**src/rtl/ram_loader_if.sv**
```systemverilog
// Byte-stream input and single-port RAM bus of ram_loader, grouped so the loader
// takes one bundle; "slave" is the loader side, "master" is the environment side.
interface ram_loader_if #(
  parameter int unsigned ADDR_WIDTH = 22
);
  // Stream handshake: a byte moves on a rising clock when s_valid_i and s_ready_o
  // are both high; the source holds data/last stable while valid waits on ready.
  logic                  s_valid_i;
  logic [7:0]            s_data_i;
  logic                  s_last_i;
  logic                  s_ready_o;
  logic                  en_o;
  logic [ADDR_WIDTH-1:0] addr_o;
  logic [31:0]           wdata_o;
  logic                  we_o;
  logic [3:0]            be_o;
  logic [31:0]           rdata_i;

  modport slave (
    input  s_valid_i, s_data_i, s_last_i, rdata_i,
    output s_ready_o, en_o, addr_o, wdata_o, we_o, be_o
  );

  modport master (
    output s_valid_i, s_data_i, s_last_i, rdata_i,
    input  s_ready_o, en_o, addr_o, wdata_o, we_o, be_o
  );
endinterface

```
**src/rtl/ram_loader.sv**
```systemverilog
// Packs a little-endian byte stream into 32-bit RAM writes at consecutive word addresses.
// Define RAM_LOADER_READBACK_EN to read back and compare every written word.
module ram_loader #(
  parameter int unsigned           ADDR_WIDTH = 22,
  parameter logic [ADDR_WIDTH-1:0] BASE_ADDR  = '0
) (
  input  logic                  clk_i,
  input  logic                  rst_ni,
  input  logic                  start_i,
  input  logic [ADDR_WIDTH-1:0] start_addr_i,
  input  logic                  use_base_i,
  ram_loader_if.slave           bus,
  output logic                  busy_o,
  output logic                  done_o,
  output logic                  err_o,
  output logic [ADDR_WIDTH-1:0] words_o,
  output logic [2:0]            state_o
);

  typedef enum logic [2:0] {
    S_IDLE, S_COLLECT, S_WRITE, S_VRD, S_VCMP, S_DONE
  } state_t;

  state_t                r_state;
  logic                  r_ready;
  logic                  r_en;
  logic                  r_we;
  logic                  r_busy;
  logic                  r_done;
  logic                  r_last;
  logic [1:0]            r_idx;
  logic [3:0]            r_be;
  logic [31:0]           r_wdata;
  logic [ADDR_WIDTH-1:0] r_addr;
  logic [ADDR_WIDTH-1:0] r_words;
  logic                  w_advance;

`ifdef RAM_LOADER_READBACK_EN
  logic        r_err;
  logic [31:0] w_mask;
  logic        w_mismatch;

  assign w_mask     = {{8{r_be[3]}}, {8{r_be[2]}}, {8{r_be[1]}}, {8{r_be[0]}}};
  assign w_mismatch = |((bus.rdata_i ^ r_wdata) & w_mask);
  assign w_advance  = (r_state == S_VCMP);
  assign err_o      = r_err;
`else
  assign w_advance  = (r_state == S_WRITE);
  assign err_o      = 1'b0;
`endif

  always_ff @(posedge clk_i) begin
    if (!rst_ni) begin
      r_state <= S_IDLE;
      r_ready <= 1'b0;
      r_en    <= 1'b0;
      r_we    <= 1'b0;
      r_busy  <= 1'b0;
      r_done  <= 1'b0;
      r_last  <= 1'b0;
      r_idx   <= 2'd0;
      r_be    <= 4'd0;
      r_wdata <= 32'd0;
      r_addr  <= '0;
      r_words <= '0;
`ifdef RAM_LOADER_READBACK_EN
      r_err   <= 1'b0;
`endif
    end else begin
      case (r_state)
        S_IDLE: begin
          if (start_i) begin
            r_state <= S_COLLECT;
            r_ready <= 1'b1;
            r_busy  <= 1'b1;
            r_addr  <= (use_base_i ? BASE_ADDR : start_addr_i) & ~ADDR_WIDTH'(3);
            r_words <= '0;
            r_idx   <= 2'd0;
            r_be    <= 4'd0;
            r_wdata <= 32'd0;
            r_last  <= 1'b0;
`ifdef RAM_LOADER_READBACK_EN
            r_err   <= 1'b0;
`endif
          end
        end
        S_COLLECT: begin
          // s_ready_o is high throughout COLLECT, so valid alone marks a transfer.
          if (bus.s_valid_i) begin
            r_wdata[{r_idx, 3'b000} +: 8] <= bus.s_data_i;
            r_be[r_idx]                   <= 1'b1;
            r_idx                         <= r_idx + 2'd1;
            if (r_idx == 2'd3 || bus.s_last_i) begin
              r_state <= S_WRITE;
              r_ready <= 1'b0;
              r_en    <= 1'b1;
              r_we    <= 1'b1;
              r_last  <= bus.s_last_i;
            end
          end
        end
        S_WRITE: begin
`ifdef RAM_LOADER_READBACK_EN
          r_state <= S_VRD;
          r_we    <= 1'b0;
`endif
        end
        S_VRD: begin
`ifdef RAM_LOADER_READBACK_EN
          r_state <= S_VCMP;
          r_en    <= 1'b0;
`endif
        end
        S_VCMP: begin
`ifdef RAM_LOADER_READBACK_EN
          if (w_mismatch) r_err <= 1'b1;
`endif
        end
        S_DONE: begin
          r_state <= S_IDLE;
          r_done  <= 1'b0;
          r_busy  <= 1'b0;
        end
        default: r_state <= S_IDLE;
      endcase

      // Word retirement: shared by the plain write path and the readback path.
      if (w_advance) begin
        r_words <= r_words + ADDR_WIDTH'(1);
        r_addr  <= r_addr + ADDR_WIDTH'(4);
        r_be    <= 4'd0;
        r_wdata <= 32'd0;
        r_idx   <= 2'd0;
        r_en    <= 1'b0;
        r_we    <= 1'b0;
        if (r_last) begin
          r_state <= S_DONE;
          r_done  <= 1'b1;
        end else begin
          r_state <= S_COLLECT;
          r_ready <= 1'b1;
        end
      end
    end
  end

  assign bus.s_ready_o = r_ready;
  assign bus.en_o      = r_en;
  assign bus.we_o      = r_we;
  assign bus.addr_o    = r_addr;
  assign bus.wdata_o   = r_wdata;
  assign bus.be_o      = r_be;
  assign busy_o        = r_busy;
  assign done_o        = r_done;
  assign words_o       = r_words;
  assign state_o       = r_state;

endmodule

```
**src/flat_wrapper.sv**
```systemverilog
// flat-port wrapper written by rule: the top's interface ports become plain ports
module ram_loader_flat 
#(
  parameter int unsigned           ADDR_WIDTH = 22,
  parameter logic [ADDR_WIDTH-1:0] BASE_ADDR  = '0
)
  (clk_i, rst_ni, start_i, start_addr_i, use_base_i, busy_o, done_o, err_o, words_o, state_o, bus_s_valid_i, bus_s_data_i, bus_s_last_i, bus_rdata_i, bus_s_ready_o, bus_en_o, bus_addr_o, bus_wdata_o, bus_we_o, bus_be_o);
  ram_loader_if #(.ADDR_WIDTH(ADDR_WIDTH)) bus_i ();
  input  logic clk_i;
  input  logic rst_ni;
  input  logic start_i;
  input  logic [ADDR_WIDTH-1:0] start_addr_i;
  input  logic use_base_i;
  output logic busy_o;
  output logic done_o;
  output logic err_o;
  output logic [ADDR_WIDTH-1:0] words_o;
  output logic [2:0] state_o;
  input wire logic [$bits(bus_i.s_valid_i)-1:0] bus_s_valid_i;
  input wire logic [$bits(bus_i.s_data_i)-1:0] bus_s_data_i;
  input wire logic [$bits(bus_i.s_last_i)-1:0] bus_s_last_i;
  input wire logic [$bits(bus_i.rdata_i)-1:0] bus_rdata_i;
  output wire logic [$bits(bus_i.s_ready_o)-1:0] bus_s_ready_o;
  output wire logic [$bits(bus_i.en_o)-1:0] bus_en_o;
  output wire logic [$bits(bus_i.addr_o)-1:0] bus_addr_o;
  output wire logic [$bits(bus_i.wdata_o)-1:0] bus_wdata_o;
  output wire logic [$bits(bus_i.we_o)-1:0] bus_we_o;
  output wire logic [$bits(bus_i.be_o)-1:0] bus_be_o;
  assign bus_i.s_valid_i = bus_s_valid_i;
  assign bus_i.s_data_i = bus_s_data_i;
  assign bus_i.s_last_i = bus_s_last_i;
  assign bus_i.rdata_i = bus_rdata_i;
  assign bus_s_ready_o = bus_i.s_ready_o;
  assign bus_en_o = bus_i.en_o;
  assign bus_addr_o = bus_i.addr_o;
  assign bus_wdata_o = bus_i.wdata_o;
  assign bus_we_o = bus_i.we_o;
  assign bus_be_o = bus_i.be_o;
  ram_loader #(.ADDR_WIDTH(ADDR_WIDTH), .BASE_ADDR(BASE_ADDR)) u_core (.clk_i(clk_i), .rst_ni(rst_ni), .start_i(start_i), .start_addr_i(start_addr_i), .use_base_i(use_base_i), .bus(bus_i), .busy_o(busy_o), .done_o(done_o), .err_o(err_o), .words_o(words_o), .state_o(state_o));
endmodule
```
**config.mk**
```make
export PLATFORM = sky130hd
export DESIGN_NAME = ram_loader_flat
export DESIGN_NICKNAME = d
export VERILOG_FILES = /design/src/rtl/ram_loader_if.sv /design/src/rtl/ram_loader.sv /design/src/flat_wrapper.sv
export SDC_FILE = /design/constraint.sdc
export NUM_CORES = 1
export LEC_CHECK = 0
export CAP_MARGIN = 0
export CORE_MARGIN = 8
export CORE_UTILIZATION = 30
export DETAILED_ROUTE_END_ITERATION = 6
export SKIP_LAST_GASP = 1
export SYNTH_ARGS = -nofsm -noshare
export SYNTH_HDL_FRONTEND = slang
export SYNTH_SLANG_ARGS = --single-unit
```
**constraint.sdc**
```tcl
create_clock -name clk_i -period 2 [get_ports clk_i]
set_input_delay 0.2 -clock clk_i [delete_from_list [all_inputs] [get_ports clk_i]]
set_output_delay 0.2 -clock clk_i [all_outputs]
set_load 0.01 [all_outputs]
```
==> metrics.md, run 1 <==
| Metric | Value |
|---|---|
| # H-tree levels | `3` |
| Achievable frequency | `532 MHz` |
| Sequential share of power | `45.7%` |
| Crit path max-delay cell type | `a2111oi_1` |
| HPWL Detailed | `a little over 10000 um` |
| Hold Slack | `between 400 and 500 ps` |
| Post-synth top flop | `dfxtp_1` |
| CP delay by family, top | `compound AO/OA/AOI/OAI gates` |
| Drt first pass iters | `5` |
| Setup crit end kind | `flip-flop` |
| Initial drt markers | `about 300` |
| Hold WC Path Type | `reg2reg` |
| Initial antenna violation count | `0` |
| Sequential share of the synthesized area | `43.4%` |
| GR Overflow Total | `0` |
| Starting Density | `30.7%` |
| CP max FO | `8` |
| Die Y | `132 um` |
| Unique cell type count in the Yosys netlist | `56` |
| Relative slew slack | `roughly three fifths` |
| Residual DRC | `0` |
| RePlAce Congestion | `slightly above 0.8` |
| Number of synthesized flops with an enable pin | `0` |
| Setup Buffers After CTS | `0` |
| Max-slew violations | `0` |
| Hold Fails Final Rpt | `0` |
| Crit-path max cell delay | `roughly 440 ps` |
| Clock Latency Late Sink | `roughly 340 ps` |
| Total CTS buffers | `9` |
| Most frequent cells in the layout | `clkdlybuf4s50_1 (119), dfxtp_1 (88), buf_4 (37), nor2_1 (33), nand2_1 (27)` |
| Pleak | `roughly 0.0022 uW` |
| Fin crit share | `94.0%` |
| Setup CP Type | `reg2reg` |
| Vias post-DR | `4234` |
| Pre-CTS WS | `-95.6 ps` |
| Final min period | `~1900 ps` |
| Logic gate share of total power | `between 10% and 20%` |
| Clock slew at reported path FFs | `around 70 ps` |
| Util after Layout | `44.9%` |
| Diodes inserted | `0` |
| Max cap viols | `0` |
| CTS tree | `built` |
| Final setup viols | `0` |
| Int Power | `between 2000 and 3000 uW` |
| Power density cells | `678 mW/mm^2` |
| Routed vias/inst | `approximately 5.5` |
| Final #Nets | `between 600 and 700` |
| Number of global-route vias before repair | `about 4100` |
| Ports | `between 150 and 200` |
| Slew @ Worst Pin | `603 ps` |
| Worst Path Buf+Inv | `1` |
| Area contributors post-synth | `dfxtp_1 (43%), a22o_1 (5.2%), a21oi_1 (3.6%), nor2_1 (3.0%), nand2_1 (2.5%)` |
| RSZ-0062 raised after global routing | `yes` |
| Die footprint | `around 0.018 mm^2` |
| Cell row count | `42` |
| Setup WS post-layout | `about 120 ps` |
| Post-synth ARST share | `0%` |
| Outcome | `finished, final reports clean` |
| Critical Path, Cell by Cell | `inv_1 > ha_1 > nand3_1 > a2111oi_1 > and4_4 > a22o_1` |
| Average size of a mapped cell | `between 8 and 9 um^2` |
| Synth Register Bits | `88` |
| Largest area contributor in the netlist | `dfxtp_1` |
| Global-route wire length before repair | `approximately 22000 um` |
| Worst EP required | `about 2300 ps` |
| Critical path arrival | `approximately 2200 ps` |
| CTS Hold Bufs | `0` |
| Clk sinks | `between 80 and 90` |
| Port buffer count | `approximately 120` |
| Area of the core | `around 0.013 mm^2` |
| Synth-to-Final Area Change | `46.4%` |
| DR WL/cell | `18.1 um` |
| Setup TNS | `0 ps` |
| Switching pwr | `1090 uW` |
| Yosys warning total | `0` |
| Startpoint types | `flip-flop` |
| Total GRT Usage | `between 10% and 20%` |
| Drt total wl | `roughly 14000 um` |
| Cell count after synthesis | `around 450` |
| Die X | `around 130 um` |
| Top-area cell type share of the netlist area | `a little over two fifths` |
| Clock power share | `around two fifths` |
| VDD IR max | `approximately 0.42 mV` |
| Share of layout cells above drive strength 1 | `12.4%` |
| Synthesized cell area | `between 0.004 and 0.005 mm^2` |
| Root buffer cell | `clkbuf_16` |
| Largest net degree at the start of global routing | `26` |
| Switching share of power | `about 27%` |
| Most common cell after layout, fill and taps aside | `clkdlybuf4s50_1` |
| Max Buffers Root-to-Sink | `2` |
| ANT nets after route | `0` |
| Setup Skew | `around 11 ps` |
[final cells by class]
cell class                 instances  area [um^2]
clock buffer                      10          239
inverter                          12         45.0
tap                              176          220
fill                            1328         7290
timing repair buffer             157         1490
sequential                        88         1760
clock inverter                     6         51.3
multi-input combinational        322         2140
[cells by family after synthesis]
logic type               count (synthesis)  synth area share [%]
XOR/XNOR                                 2                 0.431
adder cells (fa/ha/maj)                  6                  1.85
AND/OR/NAND/NOR                        166                  22.9
AO/OA/AOI/OAI                          138                  24.6
other                                    1                0.0923
buffers and inverters                   44                  5.02
flip-flops                              88                  43.4
multiplexers                             7                  1.76
[power groups by stage]
stage / Clock [uW] / Combinational, uW / Sequential (uW)
floorplan: 0 / 222 / 1890
global placement: 0 / 502 / 1880
detailed placement: 0 / 507 / 1880
CTS: 1700 / 512 / 1840
global route: 1790 / 554 / 1850
finish: 1680 / 513 / 1850
[worst register-to-register path, delay by kind of cell, from the launching register on]
kind | cells | cell delay, ps
AO/OA/AOI/OAI | 2 | 590
adder cells (fa/ha/maj) | 1 | 250
buffers and inverters | 1 | 150
AND/OR/NAND/NOR | 2 | 490
flip-flops | 1 | 340
[synthesized netlist by cell type, drive strengths merged (4+ instances only)]
cell type / n
nand3: 20
nor2b: 5
nor4: 11
a311oi: 6
a21oi: 29
a22o: 24
nand4: 14
mux2i: 6
a31oi: 5
inv: 11
a211oi: 13
and3: 11
o21ai: 14
a22oi: 13
nand2b: 9
dfxtp: 88
nor3: 18
buf: 14
clkbuf: 18
a2111oi: 6
nor2: 33
o211ai: 4
nand2: 27
a31o: 4
ha: 6
[worst paths after layout]
| check | slack [ps] | cells past startpoint | start | to |
|---|---|---|---|---|
| min | 470 | 2 | u_core.bus.en_o | u_core.bus.en_o |
| max reg2reg | 120 | 6 | u_core.r_idx[0] | u_core.bus.wdata_o[17] |
| max | 120 | 6 | u_core.r_idx[0] | u_core.bus.wdata_o[17] |
| min reg2reg | 470 | 2 | u_core.bus.en_o | u_core.bus.en_o |
[repair_timing]
| action | 4_1_cts | 5_1_grt |
|---|---|---|
| endpoints found under the setup margin | 16 | 20 |
| pin swaps | 0 | 1 |
| resized for setup | 2 | 8 |
[per-layer routing]
metal / up-vias / global-route usage, % / part of all wire [%]
li1: 2006 / - / -
met1: 2060 / 18.9 / 44
met2: 152 / 23.8 / 46
met3: 16 / 6.36 / 8.9
met4: 0 / 4.61 / 1.3
met5: - / 0 / 0
[sequential cells by signal, summed over array words and instances (netlist names)]
register	flops
u_core.bus.addr_o	20
u_core.done_o	1
u_core.r_idx	2
u_core.bus.s_ready_o	1
u_core.words_o	22
u_core.busy_o	1
u_core.bus.wdata_o	32
u_core.bus.en_o	1
u_core.state_o	3
u_core.bus.be_o	4
u_core.r_last	1
[per-stage QoR]
stage / cell area (um^2) / std cells / power (uW)
after detailed placement: 5630 / 755 / 2390
after floorplan: 4070 / 454 / 2120
after global placement: 5630 / 755 / 2380
final: 5950 / 771 / 4030
after CTS: 5930 / 771 / 4060
after global routing: 5950 / 771 / 4190
(Power assumes the default switching activity.)
==> run 2, diff against run 1 <==
CORE_ASPECT_RATIO = 0.7   (was unset)
DONT_BUFFER_PORTS = 1   (was unset)
==> run 2 against run 1 <==
Against the previous run: maximum frequency down 1.4%; final cell count is 13% lower; critical path depth stayed put; sequential share of layout area grew 6.3 points; sequential power hardly changed; hold slack worse by 460 ps; final area decreased by 18%; routed wire length fell by 2.4%; die area up 0.34%; largest power group unchanged.
==> metrics.md, run 2 (synthesized netlist as in run 1, its figures left out) <==
| Metric | Value |
|---|---|
| Global-route wire length before repair | `20900 um` |
| Clock Latency Late Sink | `350 ps` |
| Fin crit share | `between 90% and 100%` |
| Initial drt markers | `approximately 420` |
| Port buffer count | `0` |
| VDD IR max | `0.412 mV` |
| RSZ-0062 raised after global routing | `yes` |
| Root buffer cell | `clkbuf_16` |
| RePlAce Congestion | `about 0.78` |
| Crit-path max cell delay | `roughly 440 ps` |
| Diodes inserted | `0` |
| Final total power | `a little under 4000 uW` |
| Hold Fails Final Rpt | `0` |
| Share of layout cells above drive strength 1 | `between 10% and 20%` |
| Setup WS post-layout | `roughly 93 ps` |
| Final #Nets | `between 500 and 600` |
| Cell row count | `35` |
| Starting Density | `around 31%` |
| Hold WC Path Type | `in2reg` |
| Routed vias/inst | `about 5.7` |
| Max-slew violations | `0` |
| R2R setup slack | `between 90 and 100 ps` |
| Pleak | `between 0.0015 and 0.002 uW` |
| Setup Skew | `around 14 ps` |
| Setup Buffers After CTS | `0` |
| CP max FO | `16` |
| Area of the core | `about 0.013 mm^2` |
| Max cap viols | `0` |
| Achievable frequency | `around 520 MHz` |
| GR Overflow Total | `0` |
| Crit path max-delay cell type | `or3b_1` |
| Residual DRC | `0` |
| Total GRT Usage | `around 15%` |
| Total CTS buffers | `9` |
| Most common cell after layout, fill and taps aside | `dfxtp_1` |
| Critical Path, Cell by Cell | `or3b_1 > buf_12 > buf_4 > nor3_1 > mux2_2 > nor2_1` |
| Die Y | `around 110 um` |
| Fill cell count | `roughly 1300` |
| Drt total wl | `between 10000 and 15000 um` |
| Max Buffers Root-to-Sink | `2` |
| Most frequent cells in the layout | `dfxtp_1 (88), buf_4 (39), nor2_1 (33), a21oi_1 (29), nand2_1 (27)` |
| HPWL Detailed | `9510 um` |
| Final setup viols | `0` |
| Critical path arrival | `2190 ps` |
| Power density cells | `about 800 mW/mm^2` |
| Setup crit end kind | `flip-flop` |
| ANT nets after route | `0` |
| Clk sinks | `between 80 and 90` |
| Die footprint | `~0.018 mm^2` |
| # H-tree levels | `3` |
| Final min period | `between 1500 and 2000 ps` |
| CTS tree | `built` |
| Synth-to-Final Area Change | `20.7%` |
| Clock slew at reported path FFs | `roughly 80 ps` |
| Finished Layout Cells | `between 600 and 700` |
| Relative slew slack | `57.6%` |
| Number of global-route vias before repair | `between 3000 and 4000` |
| Number of cells after detailed placement | `roughly 650` |
| Initial antenna violation count | `0` |
| Outcome | `finished, final reports clean` |
| Slew @ Worst Pin | `between 600 and 700 ps` |
| Ports | `157` |
| Die X | `~160 um` |
| Vias post-DR | `about 3800` |
| Setup CP Type | `reg2reg` |
| Startpoint types | `flip-flop` |
| Drt first pass iters | `6` |
| Worst EP required | `between 2000 and 2500 ps` |
| Pre-CTS WS | `approximately 70 ps` |
| Largest net degree at the start of global routing | `21` |
| Max reg flops | `32` |
| DR WL/cell | `between 20 and 25 um` |
## run 2: changes by cell type in the layout (fill, tap and decap cells not counted), moves of 2 or more
cell | previous run | this run
a21oi_1 | 26 | 29
a21oi_2 | 3 | 0
buf_4 | 37 | 39
clkdlybuf4s50_1 | 119 | 0
dlygate4sd3_1 | 0 | 9
## run 2: repair_timing
action	in CTS	in global routing
hold buffers	9	0
resized for setup	0	8
endpoints found under the setup margin	0	27
endpoints found under the hold margin	38	0
## run 2: final timing paths
check                          end  cells after the start              start
max reg2reg      u_core.words_o[5]                      6  u_core.state_o[0]
min          u_core.bus.wdata_o[0]                      2    bus_s_data_i[0]
min reg2reg          u_core.r_last                      2      u_core.r_last
max              u_core.words_o[5]                      6  u_core.state_o[0]
## run 2: layout make-up
type | count | area (um^2) | area share (%)
Clock buffer | 9 | 225 | 4.59
Clock inverter | 7 | 72.6 | 1.48
Inverter | 12 | 45.0 | 0.918
Multi-Input combinational cell | 322 | 2150 | 43.8
Sequential cell | 88 | 1760 | 35.9
Tap cell | 185 | 231 | 4.72
Timing Repair Buffer | 50 | 423 | 8.62
## run 2: worst max-delay path: cells and delay by family (launching register included)
kind          cells  cell delay (ps)
simple gates      3              740
buf+inv           2              370
flops             1              360
mux               1              360
## run 2: power breakdown
part,internal [uW],switching [uW],total (uW)
clock,883,825,1710
sequential,1790,60.0,1850
combinational,139,224,363
total,2820,1110,3930
## run 2: per-stage QoR
step | hold WS, ps | setup TNS, ps | utilization, % | instance area [um^2]
floorplan | 326 | 0 | - | 4070
global placement | 327 | 0 | 34.0 | 4480
detailed placement | 329 | 0 | 34.0 | 4480
finish | 11.0 | 0 | 37.2 | 4900
CTS | 0.424 | 0 | 37.0 | 4870
global route | 17.9 | -207 | 37.2 | 4900
## run 2: layer usage
metal / part of all wire [%] / up-vias / track usage, %
li1: - / 1800 / -
met1: 45 / 1844 / 19.5
met2: 43 / 147 / 21.5
met4: 1.2 / 0 / 5.40
met3: 11 / 18 / 7.08
met5: 0 / - / 0
